[src/rtl/tgco_pkg.sv]
// Shared definitions for the priority-code decoder: FSM encoding, code
// constants, grant width and the code-to-line decode helper.
package tgco_pkg;

  typedef enum logic [1:0] {
    IDLE  = 2'd0,
    GRANT = 2'd1,
    DONE  = 2'd2
  } state_t;

  localparam logic [2:0] CODE_NONE = 3'd0;
  localparam logic [2:0] CODE_MAX  = 3'd4;
  localparam int         ONEHOT_W  = 4;

  // Codes 1..4 map to line 0..3; anything else selects no line.
  function automatic logic [ONEHOT_W-1:0] code_to_onehot(input logic [2:0] code);
    logic [ONEHOT_W-1:0] oh;
    oh = '0;
    case (code)
      3'd1:    oh = 4'b0001;
      3'd2:    oh = 4'b0010;
      3'd3:    oh = 4'b0100;
      3'd4:    oh = 4'b1000;
      default: oh = '0;
    endcase
    return oh;
  endfunction

endpackage

[src/rtl/tgco_timeout_counter.sv]
// Grant-age timer. Loaded with TIMEOUT-1 on clear and counted down while
// enabled; expire is the terminal-count compare qualified by enable, so it
// fires on the TIMEOUT-th enabled cycle after a clear.
module tgco_timeout_counter #(
  parameter int TIMEOUT = 16
) (
  input  logic clk,
  input  logic rst_n,
  input  logic clear,
  input  logic enable,
  output logic expire
);

  localparam logic [7:0] LOAD_VAL = 8'(TIMEOUT - 1);

  logic [7:0] cnt_q;

  // Down-counter: reload on clear, decrement while enabled, hold at zero.
  always_ff @(posedge clk or negedge rst_n) begin
    if (!rst_n) begin
      cnt_q <= '0;
    end else if (clear) begin
      cnt_q <= LOAD_VAL;
    end else if (enable && (cnt_q != 8'd0)) begin
      cnt_q <= cnt_q - 8'd1;
    end
  end

  assign expire = enable && (cnt_q == 8'd0);

endmodule

[src/rtl/priority_decoder_tgco.sv]
// Registered priority-code decoder with valid/ack grant handshake.
// Optional grant timeout: define PRIORITY_DECODER_TGCO_TIMEOUT_EN.
//
//   state | meaning
//   IDLE  | waiting for a valid nonzero code
//   GRANT | one-hot line held, waiting for ack (or timeout)
//   DONE  | one-cycle completion, done pulse, new codes dropped
module priority_decoder_tgco
  import tgco_pkg::*;
#(
  parameter int CNT_W   = 8,
  parameter int TIMEOUT = 16
) (
  input  logic                clk,
  input  logic                rst_n,
  input  logic [2:0]          code_in,
  input  logic                code_valid,
  input  logic                ack,
  output logic [ONEHOT_W-1:0] onehot_out,
  output logic                busy,
  output logic                done,
  output logic                err_code,
  output logic                dropped,
  output logic                timeout,
  output logic [CNT_W-1:0]    grant_cnt
);

  if ((TIMEOUT < 1) || (TIMEOUT > 255)) begin : g_bad_timeout
    $error("TIMEOUT must be in 1..255");
  end

  state_t              state_q, state_d;
  logic [2:0]          code_q, code_d;
  logic [ONEHOT_W-1:0] onehot_d;
  logic                done_d, err_d, drop_d, to_d, cnt_inc;
  logic                tmr_expire;

`ifdef PRIORITY_DECODER_TGCO_TIMEOUT_EN
  logic tmr_clear, tmr_en;

  assign tmr_clear = (state_q == IDLE) && (state_d == GRANT);
  assign tmr_en    = (state_q == GRANT);

  tgco_timeout_counter #(
    .TIMEOUT (TIMEOUT)
  ) u_timeout_counter (
    .clk    (clk),
    .rst_n  (rst_n),
    .clear  (tmr_clear),
    .enable (tmr_en),
    .expire (tmr_expire)
  );
`else
  assign tmr_expire = 1'b0;
`endif

  // Next-state and next-output decode; every output is registered below.
  always_comb begin
    state_d  = state_q;
    code_d   = code_q;
    onehot_d = '0;
    done_d   = 1'b0;
    err_d    = 1'b0;
    drop_d   = 1'b0;
    to_d     = 1'b0;
    cnt_inc  = 1'b0;
    case (state_q)
      IDLE: begin
        if (code_valid) begin
          if ((code_in != CODE_NONE) && (code_in <= CODE_MAX)) begin
            state_d  = GRANT;
            code_d   = code_in;
            onehot_d = code_to_onehot(code_in);
            cnt_inc  = 1'b1;
          end else if (code_in > CODE_MAX) begin
            err_d = 1'b1;
          end
        end
      end
      GRANT: begin
        // ack on the expiry cycle takes priority over the timeout exit
        if (ack) begin
          state_d = DONE;
          done_d  = 1'b1;
        end else if (tmr_expire) begin
          state_d = IDLE;
          to_d    = 1'b1;
        end else begin
          onehot_d = code_to_onehot(code_q);
        end
      end
      DONE: begin
        state_d = IDLE;
      end
      default: begin
        state_d = IDLE;
      end
    endcase
    // Any nonzero code while busy is discarded, illegal ones included.
    if ((state_q != IDLE) && code_valid && (code_in != CODE_NONE)) begin
      drop_d = 1'b1;
    end
  end

  // State, latched code and registered outputs.
  always_ff @(posedge clk or negedge rst_n) begin
    if (!rst_n) begin
      state_q    <= IDLE;
      code_q     <= CODE_NONE;
      onehot_out <= '0;
      busy       <= 1'b0;
      done       <= 1'b0;
      err_code   <= 1'b0;
      dropped    <= 1'b0;
      timeout    <= 1'b0;
    end else begin
      state_q    <= state_d;
      code_q     <= code_d;
      onehot_out <= onehot_d;
      busy       <= (state_d != IDLE);
      done       <= done_d;
      err_code   <= err_d;
      dropped    <= drop_d;
      timeout    <= to_d;
    end
  end

  // Saturating grant counter, bumped on the capture edge.
  always_ff @(posedge clk or negedge rst_n) begin
    if (!rst_n) begin
      grant_cnt <= '0;
    end else if (cnt_inc && (grant_cnt != {CNT_W{1'b1}})) begin
      grant_cnt <= grant_cnt + 1'b1;
    end
  end

endmodule

[config.mk]
export PLATFORM = sky130hd
export DESIGN_NAME = priority_decoder_tgco
export DESIGN_NICKNAME = d
export VERILOG_FILES = /design/src/rtl/tgco_pkg.sv /design/src/rtl/tgco_timeout_counter.sv /design/src/rtl/priority_decoder_tgco.sv
export SDC_FILE = /design/constraint.sdc
export NUM_CORES = 1
export LEC_CHECK = 0
export ABC_AREA = 1
export CAP_MARGIN = 20
export CORE_MARGIN = 1.5
export CORE_UTILIZATION = 25
export CTS_CLUSTER_DIAMETER = 150
export DETAILED_ROUTE_END_ITERATION = 16
export GPL_TIMING_DRIVEN = 0
export PLACE_DENSITY = 0.44
export SYNTH_ARGS = -nofsm -noshare
export SYNTH_HDL_FRONTEND = slang
export SYNTH_SLANG_ARGS = --single-unit
[constraint.sdc]
create_clock -name clk -period 1.5 [get_ports clk]
set_input_delay 0.3 -clock clk [delete_from_list [all_inputs] [get_ports clk]]
set_output_delay 0.3 -clock clk [all_outputs]
set_load 0.005 [all_outputs]
==> results by stage, run 1 <==
Worst setup path:
- The largest individual stage delay along the critical path comes from the cell sky130_fd_sc_hd__clkdlybuf4s50_1.
- The critical path data required time is 1.20 ns.
- The dominant delay contributor by cell family on the critical path is buffers and inverters.
- The termination of the worst setup path is grant_cnt[0].
- The launching element of the worst setup path is grant_cnt[0]$_DFFE_PN0P_.
- The maximum single-stage delay on the critical path is 0.51 ns.
- The worst flop-to-flop path startpoint is grant_cnt[0]$_DFFE_PN0P_.
- Data on the critical path arrives at its endpoint at 1.15 ns.
- The startpoint class of the critical path is a register.
- The maximum fanout along the worst path is 3.
- Counting cells, the worst reg-to-reg path comes to 9.
- The critical path endpoint category is an output pin.
- In this run the number of cells on the critical path is 1.
- The critical path in this run is classified as register to output pin.
- The endpoint of the worst register-to-register path is grant_cnt[7]$_DFFE_PN0P_.
- The critical path goes through clkdlybuf4s50_1.
- The sum of buffers and inverters on the critical path is 1.
- The reg-to-reg setup timing slack is 0.13 ns.

Timing:
- Setup repair after global routing left no endpoint under its margin.
- The time the worst path needs with I/O delays and setup is roughly 1.5 ns.
- The clock arrives with 0.00177 ns of skew.
- The number of hold-slack violations in the final timing report is 0.
- At the pin with the least slew margin, the transition time is 0.930 ns.
- The highest attainable clock frequency is roughly 0.7 GHz.
- Hold timing on the final database bottoms out at a slack of 0.464 ns.
- The share of the clock period used by the worst path after layout is 96.7%.
- The number of slew-limit violations in the final report is 0.
- Setup violations remaining at the end of the flow were counted as 0.
- The worst slew margin relative to its limit is 37.8%.
- The sum of negative setup slack is 0 ns.

Global routing:
- The number of global-route vias before repair came to 852.
- The pin count of the biggest net entering global routing is 22.
- The global-route wire length before repair is 3710 um.
- The global router's overall resource usage is 11.1%.
- The overall overflow remaining after global route is 0.
- The initial antenna violation count came to 0.

Cells and area:
- The final layout net count is about 170.
- The fraction of final layout cells sized beyond drive strength 1 is 18.0%.
- The count of inserted antenna diode cells is 0.
- The signed area change from the synthesized netlist to the final layout is 42.3%.
- The finished cells cover between 1000 and 1500 sq um.

Place:
- The HPWL after detailed placement is 1480 um.
- The placement-stage cell area is between 1000 and 1500 sq um.
- The placer's final routability congestion estimate is 0.737.
- The count of buffers from port buffering is 22.

Power and ir drop:
- The total power density per cell area is between 1000 and 1500 nW/um^2.
- The worst-case IR drop observed on VDD is 0.000397 V.
- Summed over all cells, the static leakage comes to slightly above 0.7 nW.
- Total power for the finished layout comes to ~1.7 mW.

Drt:
- Detailed routing inserted a total of about 850 vias.
- The pre-antenna-repair detailed-routing pass consisted of 4 iterations.
- The count of nets left with antenna violations once routing finished came out at 0.
- The routed length per placed instance is 9.64 um.
- After detailed routing, the number of vias per cell comes to 4.02.
- The number of remaining DRC errors is 0.
- The wire length after detailed routing is between 2000 and 2500 um.
- After the first detailed-routing iteration, the DRC count stood at 31.

CTS:
- The clock-pin slew of the registers on the worst-case setup and hold paths is 0.07 ns.
- In this run, CTS created clock tree buffers numbering 3.
- In this run the number of H-tree levels came out at 1.
- No sink is reached through more buffers than the 2 on the longest clock path.
- The master cell of the clock root buffer is sky130_fd_sc_hd__clkbuf_8.
- TritonCTS built the clock tree.
- After clock tree synthesis, the flow added hold-fix buffers numbering 0.
- For this design, the sink count on the clock tree is 21.
- The later-pin clock latency in the skew report is 0.25 ns.

Floorplanning:
- The core footprint is 4000 sq um.
- The number of top-level pins is 24.
- The die is 67.3 um wide.
- The floorplan row count is 23.
- The die height is 67.3 um.
- The die covers 4530 sq um.
- Once the floorplan was initialized, standard cells occupied between 20% and 30% of the core.

Flow run:
- The tool flagged a number of max-cap violations equal to 0.

Yosys:
- Of all cell types, the one taking the most synthesized area is sky130_fd_sc_hd__dfrtp_1.
- The mapped netlist covers 1030 sq um.
- Dividing the synthesized area by the synthesized cell count gives 8.33 sq um.
- For this run, the register share of the synthesized area comes to 50.8%.
- The number of flip-flops and latches in the synthesized netlist is 21.
- The net count after synthesis is 135.
- By area the synthesized netlist is led by sky130_fd_sc_hd__dfrtp_1 51%, sky130_fd_sc_hd__nand2_1 15%, sky130_fd_sc_hd__ha_1 4.8%.
- The cell count after synthesis came out at 124.
- The Yosys step of the flow raised 0 warnings.
- Of the post-synthesis cell area, the dominant cell type holds between 50% and 60%.
- Yosys mapped the design onto 20 distinct sky130hd cell types.

Worst hold path:
- The class of the most critical hold timing path is input port to register.

Outcome:
- The flow ran to the end, and the final reports show no timing, DRC or antenna violations.
-- kinds of logic (layout without fill, tap and decap cells) --
family / after synthesis / in the layout / synth area share (%)
flops: 21 / 21 / 50.8
buf+inv: 16 / 51 / 6.42
fa+ha+maj: 4 / 4 / 4.84
compound gates: 7 / 7 / 3.39
other cells: 1 / 1 / 0.363
simple gates: 72 / 74 / 31.6
xor+xnor: 3 / 3 / 2.54
-- layout by cell type (no fill, tap or decap), types with 2 or more instances in the layout --
master,n
sky130_fd_sc_hd__buf_4,10
sky130_fd_sc_hd__clkbuf_8,3
sky130_fd_sc_hd__clkdlybuf4s50_1,18
sky130_fd_sc_hd__dfrtp_1,19
sky130_fd_sc_hd__dfrtp_2,2
sky130_fd_sc_hd__dlygate4sd2_1,3
sky130_fd_sc_hd__ha_1,3
sky130_fd_sc_hd__inv_1,13
sky130_fd_sc_hd__nand2_1,41
sky130_fd_sc_hd__nand2_2,3
sky130_fd_sc_hd__nand2_4,2
sky130_fd_sc_hd__nand3_1,9
sky130_fd_sc_hd__nand4_1,2
sky130_fd_sc_hd__nor2_1,11
sky130_fd_sc_hd__nor2_2,2
sky130_fd_sc_hd__o21ai_0,4
sky130_fd_sc_hd__o21ai_1,3
sky130_fd_sc_hd__xnor2_1,3
-- synth_stat cells, drive strengths merged --
library cell and count:
dfrtp 21, nand4 2, nand3 10, inv 15, conb 1, o21ai 7
xnor2 3, or2 1, ha 4, buf 1, nor2 14, nand2 45
-- state kept, by name (all words and copies together) (netlist names) --
register and count:
busy 1, code_q 3, done 1, dropped 1
err_code 1, grant_cnt 8, onehot_out 4, state_q 2
-- how the worst min path moves through the flow --
stage | startpoint | to | slack [ns] | cells after the start
4_1_cts | code_in[0] | code_q[0]$_DFFE_PN0P_ | 0.46 | 3
6_report | code_in[0] | code_q[0]$_DFFE_PN0P_ | 0.46 | 3
5_1_grt | code_in[0] | code_q[0]$_DFFE_PN0P_ | 0.51 | 3
3_3_place_gp | grant_cnt[6]$_DFFE_PN0P_ | grant_cnt[6]$_DFFE_PN0P_ | 0.51 | 2
2_1_floorplan | rst_n | busy$_DFF_PN0_ | 0.004 | 0
3_5_place_dp | grant_cnt[6]$_DFFE_PN0P_ | grant_cnt[6]$_DFFE_PN0P_ | 0.52 | 2
-- power breakdown --
part	switching [mW]	total [mW]	internal (mW)
Clock	0.174	0.363	0.189
Sequential	0.0635	0.740	0.676
Combinational	0.295	0.636	0.341
-- metal layers --
layer / up-vias / global-route usage, % / routed length [um]
li1: 456 / - / -
met1: 376 / 13.3 / 911
met2: 15 / 18.6 / 992
met3: 2 / 3.17 / 111
met4: 0 / 4.59 / 19
met5: - / 0 / 0
-- cell type report --
type,count,area [sq um]
timing repair buffer,31,287
sequential,21,528
multi-input combinational,89,482
buffer,1,7.51
fill,416,2530
inverter,15,58.8
clock buffer,4,45.0
tap,50,62.6
-- repair_timing --
item | 4_1_cts | 5_1_grt
gates cloned | 2 | 0
setup buffers | 8 | 1
hold endpoints to repair | 0 | 0
gates resized for setup | 10 | 2
endpoints found under the setup margin | 18 | 9
pin swaps | 2 | 1
-- tightest hold or removal path: stages --
cell and delay, ns:
sky130_fd_sc_hd__dlygate4sd2_1 0.25, sky130_fd_sc_hd__nand2_1 0.07, sky130_fd_sc_hd__o21ai_0 0.06
-- through the flow --
| step | instances | util, % | worst slack (ns) |
|---|---|---|---|
| after floorplan | 124 | - | 0.236 |
| after global placement | 196 | 32.9 | -0.394 |
| after detailed placement | 196 | 32.9 | -0.413 |
| after CTS | 210 | 36.4 | 0.0159 |
| after global routing | 211 | 36.8 | 0.00452 |
| final | 211 | 36.8 | 0.0500 |
Power figures use the tool's default switching activity.
==> run 2: changes to the inputs <==
Settings changed: CELL_PAD_IN_SITES_DETAIL_PLACEMENT from default to 0, CELL_PAD_IN_SITES_GLOBAL_PLACEMENT from default to 1, PLACE_DENSITY 0.44 to 0.56.
==> run 2 against run 1 <==
Utilization up 0.50 points. Sequential cell count is the same. Final cell count increased by 0.47%. Worst setup slack improved by 0.024 ns. Clock power up 6.6%. Routed wire length up 4.2%. Critical path type unchanged.
==> results by stage, run 2 (synthesis results as in run 1) <==
CTS:
- The maximum buffer depth of the clock tree is 2 (unchanged).
- The total number of H-tree levels is 1 (unchanged).
- The clock-pin slew of the registers on the worst-case setup and hold paths is 0.09 ns (+0.02 ns).
- The number of clock buffers inserted by TritonCTS is 3 (unchanged).
- The later-pin clock latency in the skew report came to 0.26 ns (about the same).
- The clock tree from TritonCTS is built.
- CTS placed an instance of sky130_fd_sc_hd__clkbuf_8 at the clock tree root.
- The number of sinks handled by clock tree synthesis is 21 (unchanged).
- The number of buffers added to fix hold violations after cts is 0 (unchanged).

Floorplanning:
- The width of the chip was 67.3 um (unchanged).
- The number of top-level pins came to 24 (unchanged).
- The total die area came to 4530 sq um (unchanged).
- The die height is 67.3 um (unchanged).
- The core footprint is 4000 sq um (unchanged).
- The floorplan row count came to 23 (unchanged).
- The initial standard-cell utilization of the core was 25.8% (unchanged).

Worst setup path:
- The worst setup path is launched from a register.
- The worst setup path is of the register to output pin kind.
- The cell family contributing the most delay on the critical path is buffers and inverters.
- The maximum single-stage delay on the critical path is 0.50 ns (about the same).
- The critical path data required time came to 1.20 ns (about the same).
- The largest individual stage delay along the critical path comes from the cell sky130_fd_sc_hd__clkdlybuf4s50_1.
- The critical path endpoint category is an output pin.
- The maximum fanout along the worst path came to 2 (-1).
- Walking the worst path, the cells encountered are clkdlybuf4s50_1.
- The sum of buffers and inverters on the critical path was 1 (unchanged).
- The arrival time at the worst endpoint is 1.13 ns (-0.02 ns).

Cells and area:
- Leaving out fill and tap cells, the most frequent cells in the layout are 41 x sky130_fd_sc_hd__nand2_1, 19 x sky130_fd_sc_hd__dfrtp_1, 18 x sky130_fd_sc_hd__clkdlybuf4s50_1.
- The final layout net count came to 174 (+0.58%).
- The flip-flop count of the largest register, all copies and words added is 8 (unchanged).
- The area of all placed cells without fillers came to 1490 sq um (+1.4%).
- In the final layout, the registers with the most flip-flops are grant_cnt x8, onehot_out x4, code_q x3.
- The number of cells in the finished layout apart from fillers is 212 (+0.47%).
- The share of the core filled with cells in the final layout was 37.3% (+0.50 points).
- grant_cnt holds more flip-flops than any other register.
- The signed area change from the synthesized netlist to the final layout is 44.2%.
- The fraction of final layout cells sized beyond drive strength 1 is 18.5% (+0.51 points).
- The most common cell after layout, fill and taps aside is sky130_fd_sc_hd__nand2_1.
- The count of inserted antenna diode cells was 0 (unchanged).

Timing:
- The largest clock skew in the final design is 0.00757 ns (+0.00580 ns).
- The final setup violation count was 0 (unchanged).
- The number of slew-limit violations in the final report is 0 (unchanged).
- The number of hold-slack violations in the final timing report is 0 (unchanged).
- The share of the clock period used by the worst path after layout is 95.1% (-1.6 points).
- The worst slack on hold paths is 0.256 ns (-0.208 ns).
- The time the worst path needs with I/O delays and setup is 1.43 ns (-0.0237 ns).
- Setup repair after global routing left no endpoint under its margin.
- The highest attainable clock frequency was 0.701 GHz (+1.7%).

Drt:
- The number of DRC markers after the initial detailed-route iteration is 26 (-16%).
- The total vias in the final route is 872 (+2.7%).
- The remaining number of nets flagged by the antenna check after routing is 0 (unchanged).
- The routed length per placed instance is 10.0 um (+3.7%).
- The number of remaining DRC errors was 0 (unchanged).
- The vias per cell is 4.11 (+2.2%).
- The wire length after detailed routing is 2120 um (+4.2%).
- The number of detailed-routing iterations run before antenna repair was 4 (unchanged).

Outcome:
- The run finished with clean final reports.

Global routing:
- The global router's overall resource usage is 10.2% (-0.83 points).
- The number of global-route vias before repair is 826 (-3.1%).
- The initial antenna violation count was 0 (unchanged).
- The global-route wire length before repair is 3460 um (-6.5%).
- The overall overflow remaining after global route is 0 (unchanged).
- The pin count of the biggest net entering global routing is 22 (unchanged).

Place:
- The placement-stage cell area is 1320 sq um (unchanged).
- The count of buffers from port buffering is 22 (unchanged).
- The sum of net half-perimeters after detailed placement was 1540 um (+4.2%).
- The placer's final routability congestion estimate was 0.704 (-4.5%).
- The number of placed instances, taps included came to 196 (unchanged).

Flow run:
- The number of max-cap violations was 0 (unchanged).

Power and ir drop:
- The total power density per cell area is 1180 nW/um^2 (about the same).
- The static power due to leakage is 0.733 nW (+1.0%).
- The overall power of the completed layout is 1.76 mW (+1.4%).
- The worst-case vdd ir drop is 0.000328 V (-17%).

Worst hold path:
- The class of the most critical hold timing path is input port to asynchronous set/reset pin.
==> run 2: through the flow <==
stage	setup TNS (ns)	setup WS [ns]
after floorplan	0	0.236
after global placement	-5.82	-0.421
after detailed placement	-7.16	-0.453
after CTS	0	0.00110
after global routing	0	0.0188
final	0	0.0737
==> run 2: timing repair <==
item                                    CTS  global route
gates resized for setup                   9             2
pin swaps                                 1             0
endpoints found under the setup margin   18             9
buffers inserted                          9             2
==> run 2: area by class of cell <==
class / instances / area (sq um)
Timing Repair Buffer: 34 / 329
Tap cell: 50 / 62.6
Sequential cell: 21 / 528
Clock inverter: 1 / 7.51
Clock buffer: 3 / 41.3
Buffer: 1 / 7.51
Multi-Input combinational cell: 87 / 455
Fill cell: 416 / 2510
Inverter: 15 / 58.8
==> run 2: power breakdown <==
part / switching (mW) / internal, mW
Clock: 0.199 / 0.188
Sequential: 0.0553 / 0.676
Combinational: 0.297 / 0.347
==> run 2: path summary, 6_finish.rpt <==
| kind | start | end | slack (ns) | depth (start not counted) |
|---|---|---|---|---|
| setup / recovery | grant_cnt[1]$_DFFE_PN0P_ | grant_cnt[1] | 0.07 | 1 |
| hold / removal | rst_n | grant_cnt[3]$_DFFE_PN0P_ | 0.26 | 1 |
| setup reg to reg | grant_cnt[0]$_DFFE_PN0P_ | grant_cnt[7]$_DFFE_PN0P_ | 0.13 | 9 |
| hold reg to reg | code_q[2]$_DFFE_PN0P_ | code_q[2]$_DFFE_PN0P_ | 0.55 | 2 |
| max in group asynchronous | rst_n | grant_cnt[5]$_DFFE_PN0P_ | 0.87 | 2 |
| min in group clk | code_in[0] | code_q[0]$_DFFE_PN0P_ | 0.46 | 3 |
==> run 2: per-layer routing <==
metal / track usage [%] / up-vias / routed length [um]
li1: - / 454 / -
met1: 12.5 / 403 / 999
met2: 17.8 / 13 / 1050
met3: 2.00 / 2 / 63
met4: 3.83 / 0 / 8
met5: 0 / - / 0
==> run 3: changes to the inputs <==
Settings changed: SETUP_SLACK_MARGIN from default to 0.2.
==> run 3 against run 2 <==
Total power grew 1.5%. Via count grew 2.9%. Critical path depth grew 6. Die area is the same. Clock power is essentially flat. Maximum frequency grew 13%. Sequential power grew 0.7%.
==> results by stage, run 3 (synthesis results as in run 1) <==
Global routing:
- The number of global-route vias before repair came to 866 (+4.8%).
- The overall overflow remaining after global route was 0 (unchanged).
- The pin count of the biggest net entering global routing is 22 (unchanged).
- The global-route wire length before repair is 3690 um (+6.6%).
- The global router's overall resource usage is 11.0% (+0.77 points).
- The initial antenna violation count is 0 (unchanged).

Drt:
- The routed length per placed instance is 10.6 um (+6.0%).
- The remaining number of nets flagged by the antenna check after routing is 0 (unchanged).
- The met2 wire length is 1170 um (+12%).
- The number of DRC markers after the initial detailed-route iteration is 27 (+3.8%).
- The wire length after detailed routing is 2270 um (+7.0%).
- The wire length on met1 is 1010 um (+1.0%).
- The total vias in the final route is 897 (+2.9%).
- The met3 wirelength from detailed routing is 80 um (+27%).
- The number of detailed-routing iterations run before antenna repair is 4 (unchanged).
- The vias per cell came to 4.19 (+1.9%).
- The number of remaining DRC errors is 0 (unchanged).
- The highest metal layer carrying signal wires in the routed design is met4.

Worst setup path:
- The maximum fanout along the worst path is 6 (+4).
- The category of the most critical setup path is input port to register.
- The critical path data required time was 1.68 ns (+0.48 ns).
- The launching element of the worst setup path is code_in[2].
- The maximum single-stage delay on the critical path is 0.28 ns (-0.22 ns).
- The worst setup path is captured at a register.
- The slowest stage of the critical path belongs to the cell sky130_fd_sc_hd__ha_4.
- Walking the worst path, the cells encountered are clkdlybuf4s15_2 > inv_1 > ha_4 > nand2_2 > nor2_8 > nand2_1 > o21ai_1.
- The worst flop-to-flop path startpoint is grant_cnt[0]$_DFFE_PN0P_.
- The arrival time at the worst endpoint is 1.45 ns (+0.32 ns).
- The worst setup path is launched from an input port.

Outcome:
- The flow ran to the end, and the final reports show no timing, DRC or antenna violations.

Place:
- The count of buffers from port buffering is 22 (unchanged).
- The placer's final routability congestion estimate is 0.704 (unchanged).
- The setup slack after placement is -0.453 ns (unchanged).
- The sum of net half-perimeters after detailed placement came to 1540 um (unchanged).

Timing:
- The final critical-path setup slack was 0.234 ns (+0.161 ns).
- Setup repair after global routing could not meet its margin everywhere.
- The largest clock skew in the final design is 0.00681 ns (-0.000759 ns).
- The number of slew-limit violations in the final report is 0 (unchanged).
- The number of hold-slack violations in the final timing report is 0 (unchanged).
- The share of the clock period used by the worst path after layout is 84.4% (-11 points).
- The final setup violation count is 0 (unchanged).
- The highest attainable clock frequency is 0.790 GHz (+13%).
- The time the worst path needs with I/O delays and setup is 1.27 ns (-0.161 ns).

CTS:
- The total number of H-tree levels is 1 (unchanged).
- The master cell of the clock root buffer is sky130_fd_sc_hd__clkbuf_8.
- The maximum buffer depth of the clock tree was 2 (unchanged).
- The later-pin clock latency in the skew report is 0.26 ns (about the same).
- TritonCTS built the clock tree.
- The number of clock buffers inserted by TritonCTS is 3 (unchanged).
- The number of sinks handled by clock tree synthesis is 21 (unchanged).
- The clock-pin slew of the registers on the worst-case setup and hold paths is 0.09 ns (about the same).
- The number of buffers added to fix hold violations after cts is 0 (unchanged).

Cells and area:
- The count of inserted antenna diode cells is 0 (unchanged).
- The fraction of final layout cells sized beyond drive strength 1 is 23.8% (+5.3 points).
- The largest registers in the layout are grant_cnt x8, onehot_out x4, code_q x3.
- The flip-flop count of the largest register, all copies and words added is 8 (unchanged).
- The flip-flop and latch area was 528 sq um (unchanged).
- The share of the core filled with cells in the final layout is 38.3% (+1.0 points).
- grant_cnt holds more flip-flops than any other register.
- The final layout net count came to 176 (+1.1%).
- Leaving out fill and tap cells, the most frequent cells in the layout are 41 x sky130_fd_sc_hd__nand2_1, 19 x sky130_fd_sc_hd__dfrtp_1, 15 x sky130_fd_sc_hd__dlygate4sd2_1.
- The signed area change from the synthesized netlist to the final layout is 48.2%.
- The library cell used most frequently in the layout, excluding fill and tap cells, is sky130_fd_sc_hd__nand2_1.
- The area used by multi-input combinational logic was 504 sq um (+11%).
- The fill cell instance count of the final layout is 419 (+0.72%).

Floorplanning:
- The floorplan row count was 23 (unchanged).
- The initial standard-cell utilization of the core is 25.8% (unchanged).
- The die height is 67.3 um (unchanged).
- The width of the chip is 67.3 um (unchanged).
- The total die area was 4530 sq um (unchanged).
- The number of top-level pins was 24 (unchanged).
- The core footprint is 4000 sq um (unchanged).

Worst hold path:
- The class of the most critical hold timing path is input port to asynchronous set/reset pin.

Power and ir drop:
- The static power due to leakage is 0.812 nW (+11%).
- The worst-case vdd ir drop is 0.000336 V (+2.5%).
- The total power density per cell area came to 1170 nW/um^2 (-1.2%).

Flow run:
- The number of max-cap violations came to 0 (unchanged).
-- run 3: path summary, 6_finish.rpt --
check | end | slack (ns) | cells after the start
worst max-delay path | onehot_out[2]$_DFF_PN0_ | 0.23 | 7
min in group clk | code_q[0]$_DFFE_PN0P_ | 0.30 | 3
max in group asynchronous | grant_cnt[5]$_DFFE_PN0P_ | 0.87 | 2
worst min register to register | code_q[2]$_DFFE_PN0P_ | 0.55 | 2
worst max register to register | grant_cnt[7]$_DFFE_PN0P_ | 0.24 | 9
worst min-delay path | grant_cnt[3]$_DFFE_PN0P_ | 0.26 | 1
-- run 3: critical path, delay by kind of cell --
| kind | cells | cell delay, ns |
|---|---|---|
| AND/OR/NAND/NOR | 3 | 0.41 |
| AO/OA/AOI/OAI | 1 | 0.16 |
| buffers and inverters | 2 | 0.30 |
| adder cells (fa/ha/maj) | 1 | 0.28 |
-- run 3: report_power, final --
| group | switching [mW] | internal, mW | leakage, nW | total [mW] |
|---|---|---|---|---|
| registers | 0.0608 | 0.675 | 0.275 | 0.736 |
| clock network | 0.199 | 0.188 | 0.0217 | 0.387 |
| logic | 0.330 | 0.336 | 0.515 | 0.666 |
| total | 0.590 | 1.20 | 0.812 | 1.79 |
-- run 3: area by class of cell --
class,count,area share [%]
sequential,21,34.5
clock inverter,1,0.490
inverter,15,4.00
buffer,1,0.490
tap,50,4.08
multi-input combinational,88,32.9
timing repair buffer,35,20.8
clock buffer,3,2.70
-- run 3: what timing repair did --
action / 4_1_cts / 5_1_grt
pin swaps: 3 / 3
hold endpoints to repair: 0 / 0
buffers inserted: 12 / 0
endpoints found under the setup margin: 32 / 14
resized for setup: 38 / 8
cloned: 1 / 0
-- run 3: per-stage QoR --
| step | area [sq um] | setup TNS (ns) | hold WS, ns | power (mW) | instances |
|---|---|---|---|---|---|
| CTS | 1500 | 0 | 0.421 | 1.80 | 213 |
| global route | 1530 | 0 | 0.247 | 1.94 | 214 |
| floorplan | 1030 | 0 | 0.00441 | 1.03 | 124 |
| finish | 1530 | 0 | 0.256 | 1.79 | 214 |
| detailed placement | 1320 | -7.16 | 0.521 | 1.27 | 196 |
| global placement | 1320 | -5.82 | 0.516 | 1.26 | 196 |
-- run 3: metal layers --
metal,GRT usage (%),vias up
met5,0,-
met4,3.83,0
met3,2.00,2
met2,20.0,13
met1,12.9,420
li1,-,462
